### src/rtl/sub_serial_16bit_pkg.sv
// Shared definitions for the lane-serial saturating subtractor:
// FSM encoding, lane count and saturation constants.
package sub_serial_16bit_pkg;
    localparam int SSUB_LANES = 4;

    typedef enum logic [1:0] {
        IDLE = 2'd0,
        BUSY = 2'd1,
        DONE = 2'd2
    } state_t;

    localparam logic [15:0] SAT_POS16 = 16'h7FFF;
    localparam logic [15:0] SAT_NEG16 = 16'h8000;
    localparam logic [3:0]  SAT_POS4  = 4'h7;
    localparam logic [3:0]  SAT_NEG4  = 4'h8;
endpackage

### src/rtl/sub_serial_16bit_lane.sv
// Combinational 4-bit lane: a + ~b + cin, with carry-out and signed overflow.
module sub_lane_4bit (
    input  logic [3:0] a,
    input  logic [3:0] b,
    input  logic       cin,
    output logic [3:0] diff,
    output logic       cout,
    output logic       ovf
);
    logic [4:0] sum;

    always_comb begin
        sum  = {1'b0, a} + {1'b0, ~b} + {4'b0000, cin};
        diff = sum[3:0];
        cout = sum[4];
        // Operands of differing sign whose result sign departs from the minuend
        ovf  = (a[3] != b[3]) && (sum[3] != a[3]);
    end
endmodule

### src/rtl/sub_serial_16bit.sv
// 16-bit saturating subtractor processing one 4-bit lane per cycle,
// either as a carry-chained 16-bit op (mode 0) or four independent lanes (mode 1).
module sub_serial_16bit
    import sub_serial_16bit_pkg::*;
#(
    parameter int LANES = SSUB_LANES
) (
    input  logic        clk,
    input  logic        rst_n,
    input  logic        start,
    input  logic        mode,
    input  logic [15:0] A,
    input  logic [15:0] B,
    output logic        busy,
    output logic        done,
    output logic [15:0] Diff,
    output logic        V,
    output logic        Z,
    output logic        N
);
    localparam logic [1:0] LAST = 2'(LANES - 1);

    state_t      state_q, state_d;
    logic [1:0]  cnt_q, cnt_d;
    logic        carry_q, carry_d;
    logic        mode_q, mode_d;
    logic [15:0] a_q, a_d, b_q, b_d;
    logic [11:0] part_q, part_d;
    logic        vacc_q, vacc_d;
    logic [15:0] diff_q, diff_d;
    logic        v_q, v_d, z_q, z_d, n_q, n_d;

    logic [3:0]  lane_a, lane_b, lane_diff, lane_sat;
    logic        lane_cin, lane_cout, lane_ovf;
    logic [15:0] res, sat;
    logic        sat_pos, sat_neg;

    assign lane_a   = a_q[{cnt_q, 2'b00} +: 4];
    assign lane_b   = b_q[{cnt_q, 2'b00} +: 4];
    assign lane_cin = mode_q ? 1'b1 : ((cnt_q == 2'd0) ? 1'b1 : carry_q);

    sub_lane_4bit u_lane (
        .a    (lane_a),
        .b    (lane_b),
        .cin  (lane_cin),
        .diff (lane_diff),
        .cout (lane_cout),
        .ovf  (lane_ovf)
    );

    always_comb begin
        state_d = state_q;
        cnt_d   = cnt_q;
        carry_d = carry_q;
        mode_d  = mode_q;
        a_d     = a_q;
        b_d     = b_q;
        part_d  = part_q;
        vacc_d  = vacc_q;
        diff_d  = diff_q;
        v_d     = v_q;
        z_d     = z_q;
        n_d     = n_q;

        // Lane mode saturates per lane; word mode saturates once at the end
        lane_sat = (mode_q && lane_ovf) ? (lane_a[3] ? SAT_NEG4 : SAT_POS4) : lane_diff;
        res      = {lane_sat, part_q};
        sat_pos  = !mode_q && !a_q[15] &&  b_q[15] &&  res[15];
        sat_neg  = !mode_q &&  a_q[15] && !b_q[15] && !res[15];
        sat      = sat_pos ? SAT_POS16 : (sat_neg ? SAT_NEG16 : res);

        unique case (state_q)
            IDLE: begin
                if (start) begin
                    a_d     = A;
                    b_d     = B;
                    mode_d  = mode;
                    cnt_d   = 2'd0;
                    carry_d = 1'b0;
                    vacc_d  = 1'b0;
                    state_d = BUSY;
                end
            end
            BUSY: begin
                carry_d = lane_cout;
                vacc_d  = vacc_q | (mode_q & lane_ovf);
                cnt_d   = cnt_q + 2'd1;
                case (cnt_q)
                    2'd0:    part_d[3:0]  = lane_sat;
                    2'd1:    part_d[7:4]  = lane_sat;
                    2'd2:    part_d[11:8] = lane_sat;
                    default: part_d       = part_q;
                endcase
                if (cnt_q == LAST) begin
                    diff_d  = sat;
                    v_d     = sat_pos | sat_neg | vacc_d;
                    z_d     = (sat == 16'h0000);
                    n_d     = sat[15];
                    state_d = DONE;
                end
            end
            DONE:    state_d = IDLE;
            default: state_d = IDLE;
        endcase
    end

    always_ff @(posedge clk or negedge rst_n) begin
        if (!rst_n) begin
            state_q <= IDLE;
            cnt_q   <= 2'd0;
            carry_q <= 1'b0;
            mode_q  <= 1'b0;
            a_q     <= 16'h0000;
            b_q     <= 16'h0000;
            part_q  <= 12'h000;
            vacc_q  <= 1'b0;
            diff_q  <= 16'h0000;
            v_q     <= 1'b0;
            z_q     <= 1'b0;
            n_q     <= 1'b0;
        end else begin
            state_q <= state_d;
            cnt_q   <= cnt_d;
            carry_q <= carry_d;
            mode_q  <= mode_d;
            a_q     <= a_d;
            b_q     <= b_d;
            part_q  <= part_d;
            vacc_q  <= vacc_d;
            diff_q  <= diff_d;
            v_q     <= v_d;
            z_q     <= z_d;
            n_q     <= n_d;
        end
    end

    assign busy = (state_q == BUSY);
    assign done = (state_q == DONE);
    assign Diff = diff_q;
    assign V    = v_q;
    assign Z    = z_q;
    assign N    = n_q;
endmodule

### config.mk
export PLATFORM = sky130hd
export DESIGN_NAME = sub_serial_16bit
export DESIGN_NICKNAME = d
export VERILOG_FILES = /design/src/rtl/sub_serial_16bit_pkg.sv /design/src/rtl/sub_serial_16bit_lane.sv /design/src/rtl/sub_serial_16bit.sv
export SDC_FILE = /design/constraint.sdc
export NUM_CORES = 1
export LEC_CHECK = 0
export BUFFER_PORTS_ARGS = -buffer_cell sky130_fd_sc_hd__buf_2
export CAP_MARGIN = 25
export CELL_PAD_IN_SITES_DETAIL_PLACEMENT = 0
export CELL_PAD_IN_SITES_GLOBAL_PLACEMENT = 1
export CORE_ASPECT_RATIO = 1.5
export CORE_UTILIZATION = 47
export CTS_CLUSTER_SIZE = 8
export DETAILED_ROUTE_END_ITERATION = 6
export GPL_TIMING_DRIVEN = 0
export PLACE_DENSITY = 0.94
export SLEW_MARGIN = 20
export SYNTH_ARGS = -nofsm -noshare
export SYNTH_HDL_FRONTEND = slang
export SYNTH_SLANG_ARGS = --single-unit
### constraint.sdc
create_clock -name clk -period 9.6 [get_ports clk]
set_input_delay 0.96 -clock clk [delete_from_list [all_inputs] [get_ports clk]]
set_output_delay 0.96 -clock clk [all_outputs]
set_load 0.01 [all_outputs]
### Word-level counts from Yosys, hierarchy flattened

Index checks and enable logic that the tools add are counted.

| word-level totals | value |
|---|---|
| output and inout bits | 21 |
| register bits after elaboration | 70 |
| memory bits (writable) | 0 |
| bits in read-only memories | 0 |
| input port bits | 36 |
| memories kept | 0 |
| bits in latches | 0 |
| logic and storage cells | 70 |

| operators by class | value |
|---|---|
| div/mod/pow operators | 0 |
| $mul | 0 |
| shifts and indexed selects | 2 |
| $lt $le $gt $ge | 0 |
| eq/ne operators | 9 |
| add/sub/neg operators | 3 |
| multiplexer cells | 14 |
| bitwise logic cells | 5 |
| reduce and logical (&&, ||, !) cells | 23 |

Operators with widths:

| kind | count |
|---|---|
| 2-to-1 mux 16 bit | 2 |
| indexed part select 16 x 5 -> 4 bit | 2 |
| logical NOT 16 bit | 1 |
| AND reduction 2 bit | 7 |
| logical AND 1 bit | 8 |
| 2-to-1 mux 4 bit | 2 |
| case mux 2 bit (2 select lines) | 2 |
| == test 2 bit (second input constant) | 3 |
| 2-to-1 mux 2 bit | 3 |
| adder 4 x 4 -> 5 bit | 1 |
| adder 5 x 1 -> 5 bit | 1 |
| == test 2 x 1 -> 1 bit (second input constant) | 2 |
| logical NOT 1 bit | 4 |
| logical NOT 2 bit | 2 |
| NOT 4 bit | 1 |
| case mux 1 bit (2 select lines) | 2 |
| 2-to-1 mux 1 bit | 3 |
| OR 1 bit | 3 |
| adder 2 x 1 -> 2 bit (second input constant) | 1 |
| != test 1 bit | 2 |
| != test 2 x 1 -> 1 bit (second input constant) | 1 |
| != test 2 bit (second input constant) | 1 |
| nonzero test 2 bit | 1 |
| AND 1 bit | 1 |

### Longest topological paths before layout

| depth | value |
|---|---|
| depth in word-level cells | 13 |
| depth in mapped cells | 11 |
| gate-level depth less buffers | 10 |

### Hierarchy

From an unflattened synthesis, not the netlist that was laid out.

| second synthesis, totals | value |
|---|---|
| cell total of the unflattened synthesis | 264 |
| area, all modules | 3225.6 um^2 |

Modules (own cells, without submodules):

| module | times used | sequential area each (um^2) | cells each | area an instance (um^2) |
|---|---|---|---|---|
| sub_serial_16bit | 1 | 1726.7 | 242 | 3050.4 |
| sub_lane_4bit | 1 | 0.0 | 22 | 175.2 |

### Worst setup path after synthesis

OpenSTA, ideal clock, no wires.

| path | value |
|---|---|
| path kind | register -> register |
| from | register cnt_q[0] |
| to | register z_q, in the netlist Z |
| setup slack | 6.181 ns |
| data required time | 9.508 ns |
| data arrival time | 3.328 ns |
| library setup time | 0.092 ns |
| stages on the path, launching flop included | 10 |
| buffers on the path | 1 |
| clock period less this slack | 3.419 ns |
| path through | dfrtp_1 clkbuf_1 mux4_1 fa_1 fa_1 xor2_1 and3_1 a31oi_1 or4_1 o31ai_2 |

| between the ends | value |
|---|---|
| cells in the longest elaborated chain, start to end | 13 |
| elaborated cells between the ends (all ways) | 22 |
| classes of those cells | add/sub: 2; eq/ne: 3; shift: 2; mux: 6; bitwise: 1; reduce/logical: 8 |

Ends and longest elaborated chain:

| element | RTL line | text |
|---|---|---|
| start, declared | sub_serial_16bit.sv:24 | `logic [1:0] cnt_q, cnt_d;` |
| start signal, assigned | sub_serial_16bit.sv:123 | `cnt_q <= cnt_d;` |
| indexed part select 16 x 5 -> 4 bit / logical NOT 2 bit (equally long branches) | sub_serial_16bit.sv:39, sub_serial_16bit.sv:40 |  |
| NOT 4 bit / 2-to-1 mux 1 bit (equally long branches) | sub_serial_16bit_lane.sv:13, sub_serial_16bit.sv:40 |  |
| adder 4 x 4 -> 5 bit / 2-to-1 mux 1 bit (equally long branches) | sub_serial_16bit_lane.sv:13, sub_serial_16bit.sv:40 |  |
| adder 5 x 1 -> 5 bit | sub_serial_16bit_lane.sv:13 | `sum = {1'b0, a} + {1'b0, ~b} + {4'b0000, cin};` |
| != test 1 bit | sub_serial_16bit_lane.sv:17 | `ovf = (a[3] != b[3]) && (sum[3] != a[3]);` |
| logical AND 1 bit | sub_serial_16bit_lane.sv:17 |  |
| logical AND 1 bit | sub_serial_16bit.sv:66 | `lane_sat = (mode_q && lane_ovf) ? (lane_a[3] ? SAT_NEG4 : SAT_POS4) : lane_diff;` |
| 2-to-1 mux 4 bit | sub_serial_16bit.sv:66 |  |
| logical NOT 1 bit | sub_serial_16bit.sv:69 | `sat_neg = !mode_q && a_q[15] && !b_q[15] && !res[15];` |
| logical AND 1 bit | sub_serial_16bit.sv:69 |  |
| 2-to-1 mux 16 bit (2 in series) | sub_serial_16bit.sv:70 | `sat = sat_pos ? SAT_POS16 : (sat_neg ? SAT_NEG16 : res);` |
| logical NOT 16 bit | sub_serial_16bit.sv:97 | `z_d = (sat == 16'h0000);` |
| end signal, assigned | sub_serial_16bit.sv:132 | `z_q <= z_d;` |
| end, declared | sub_serial_16bit.sv:31 | `logic v_q, v_d, z_q, z_d, n_q, n_d;` |

Several ways; a longest one is shown, not always the timed one.
A chain may end at the register's enable or synchronous reset.

### Final worst setup path

Same ends and word-level chain as after synthesis.

==> results_dict.tcl <==
set metrics [dict create \
    cp_common_cell "fa_1" \
    outcome "finished with violations" \
    timing.setup.tns_ns 0 \
    remaining_drc_errors 10 \
    cts_resized 0 \
    ios 57 \
    num_rows 37 \
    crit_required_ns 9.86 \
    gp_congestion 0.875 \
    cts_buffer_depth 2 \
    antenna_cells 0 \
    drive_above_1_share_pct 32.2 \
    cpPeakStageDelay_ns 0.66 \
    synth_area_leaders "dfrtp_1 (52%), mux2_2 (11%), o21ai_0 (6.1%)" \
    rsz0062_at_grt "false" \
    routed_wl_microns 6670 \
    cp-start-kind "flip-flop" \
    cts.sinks 69 \
    first_pass_iters 6 \
    cts_hold_buf 0 \
    cts_root_buffer "clkbuf_8" \
    vias 2398 \
    reg2reg_from "cnt_q[0]" \
    dp_hpwl_microns 5190 \
    drv_slew 0 \
    hold_violations 0 \
    initial_core_util_pct 48.2 \
    arrival_ns 4.14 \
    avgSynthCellArea_sq_um 11.5 \
    path_max_fanout 10 \
    crit_type "flip-flop to flip-flop" \
    netlist_area_sq_um 3310 \
    clk_latency_ns 0.35 \
    fin_crit_ns 3.87 \
    yosysSeqAreaShare_pct 52.2 \
    cap_violations 0 \
    post_cts_buffers 0 \
    fp.dieH_microns 105 \
    core_area_sq_um 6850 \
    cts.clk_slew.worst_paths_ns 0.06 \
    ant_nets 0 \
    synth_top_area_cell "dfrtp_1" \
    yosysTopAreaCellShare_pct 52.2 \
    via_per_inst 5.47 \
    grt_pass1_vias 2502 \
    portBuffers 56 \
    ys_ff_latch 69 \
    dpl-instance-area_sq_um 3710 \
    grt_overflow 0 \
    dr.first_iter.drc_count 103 \
    area_growth_pct 16.9 \
    synth_edf_count 0 \
    synth_nets 333 \
    post-route-period-util_pct 40.4 \
    r2r_setup_slack_ns 5.73 \
    cts_buffers 9 \
    cp_top_family "adder cells" \
    final_nets 401 \
    synthesis.instances 288 \
    tightestPinTransition_ns 0.600 \
    antenna_found_initial 0 \
    cts_max_level 3 \
    hp-class "flip-flop to flip-flop" \
    synth_top_flop_cell "dfrtp_1" \
    hp-start "Diff[0]" \
    synth_most_common_cell "dfrtp_1" \
    slowest_stage "mux4_1" \
    critPathBufInv 1 \
    grt_max_degree 40 \
    cts_tree "done" \
    ys_async_sr_fraction_pct 100 \
    ys_top_cells_by_count "dfrtp_1 (69), o21ai_0 (40), nand2_1 (38)" \
    yosys_warnings 0 \
    slew_headroom_pct 59.9 \
    path_cells "clkbuf_1 > mux4_1 > fa_1 > fa_1 > xor2_1 > and3_1 > a31oi_1 > or4_1 > o31ai_2" \
    finalInstanceArea_sq_um 3860 \
    routedWlPerCell_microns 15.2 \
    grt_usage_pct 20.3 \
    setup_viol 0 \
    fp.dieW_microns 70.5 \
    timing.fmax_mhz 258 \
    startpoint "cnt_q[0]" \
    end_kind "flip-flop" \
    skew_ns 0.00602 \
    violations "DRC" \
    die-area_sq_um 7380 \
    ys_types 44 \
    grt_first_pass_wirelength_microns 11500 \
]
[stage by stage]
step | setup slack, ns | utilization, % | instances | hold WS (ns)
floorplan | 6.18 | - | 288 | 0.441
global placement | 5.79 | 53.8 | 422 | 0.458
detailed placement | 5.75 | 54.1 | 423 | 0.465
CTS | 5.71 | 56.4 | 438 | 0.479
global route | 5.49 | 56.4 | 438 | 0.502
finish | 5.73 | 56.4 | 438 | 0.471
[worst min-delay path, delay by kind of cell, from the launching register on]
kind	cells	cell delay, ns
flip-flops	1	0.34
AO/OA/AOI/OAI	1	0.06
AND/OR/NAND/NOR	1	0.04
[final cells by class]
| class | instances | area [sq um] |
|---|---|---|
| tap | 78 | 97.6 |
| timing repair buffer | 57 | 303 |
| clock inverter | 2 | 10.0 |
| multi-input combinational | 194 | 1470 |
| sequential | 69 | 1730 |
| inverter | 13 | 48.8 |
| fill | 627 | 2990 |
| buffer | 12 | 62.6 |
| clock buffer | 13 | 149 |
[final timing paths]
| check | to | cells past startpoint |
|---|---|---|
| setup / recovery | Z | 9 |
| hold / removal | Diff[0] | 2 |
| setup reg to reg | Z | 9 |
| hold reg to reg | Diff[0] | 2 |
| max in group asynchronous | b_q[12] | 2 |
| min in group asynchronous | Diff[5] | 1 |
[flip-flops by register name (all words and copies together) (netlist names), 2 cells and up]
| register | count |
|---|---|
| a_q | 16 |
| part_q | 12 |
| Diff | 16 |
| state_q | 2 |
| b_q | 16 |
| cnt_q | 2 |
[routing by layer]
layer | global-route usage (%) | share of wire, %
met3 | 4.24 | 4.7
met5 | 0 | 0
met2 | 37.9 | 54
met1 | 21.8 | 39
met4 | 8.45 | 2.2
[logic make-up (layout without fill, tap and decap cells)]
| group | after synthesis | count (layout) | share of synthesized area (%) |
|---|---|---|---|
| mux | 41 | 41 | 17.6 |
| compound gates | 75 | 75 | 12.9 |
| flops | 69 | 69 | 52.2 |
| buf+inv | 25 | 97 | 3.37 |
| simple gates | 67 | 67 | 9.54 |
| xor+xnor | 2 | 2 | 0.530 |
| fa+ha+maj | 9 | 9 | 3.86 |
[placed cells by master, fill, tap and decap left out, drive strengths merged, types with 2 or more instances in the layout]
| cell type | synthesis | final |
|---|---|---|
| a21oi | 18 | 18 |
| nand2b | 2 | 2 |
| nor2 | 9 | 9 |
| clkbuf | 6 | 19 |
| nor4 | 2 | 2 |
| nor3b | 2 | 2 |
| o211ai | 2 | 2 |
| a31oi | 2 | 2 |
| nor2b | 3 | 3 |
| a21o | 3 | 3 |
| a211oi | 2 | 2 |
| clkinv | 1 | 3 |
| mux4 | 8 | 8 |
| o22ai | 2 | 2 |
| inv | 12 | 12 |
| nand3b | 2 | 2 |
| buf | 6 | 63 |
| nand2 | 38 | 38 |
| o21ai | 42 | 42 |
| nor3 | 3 | 3 |
| ha | 7 | 7 |
| dfrtp | 69 | 69 |
| mux2 | 33 | 33 |
| fa | 2 | 2 |
Power is left out: the tool's default activity adds up to more than one toggle a clock period on the data nets, which glitch-free logic cannot reach.
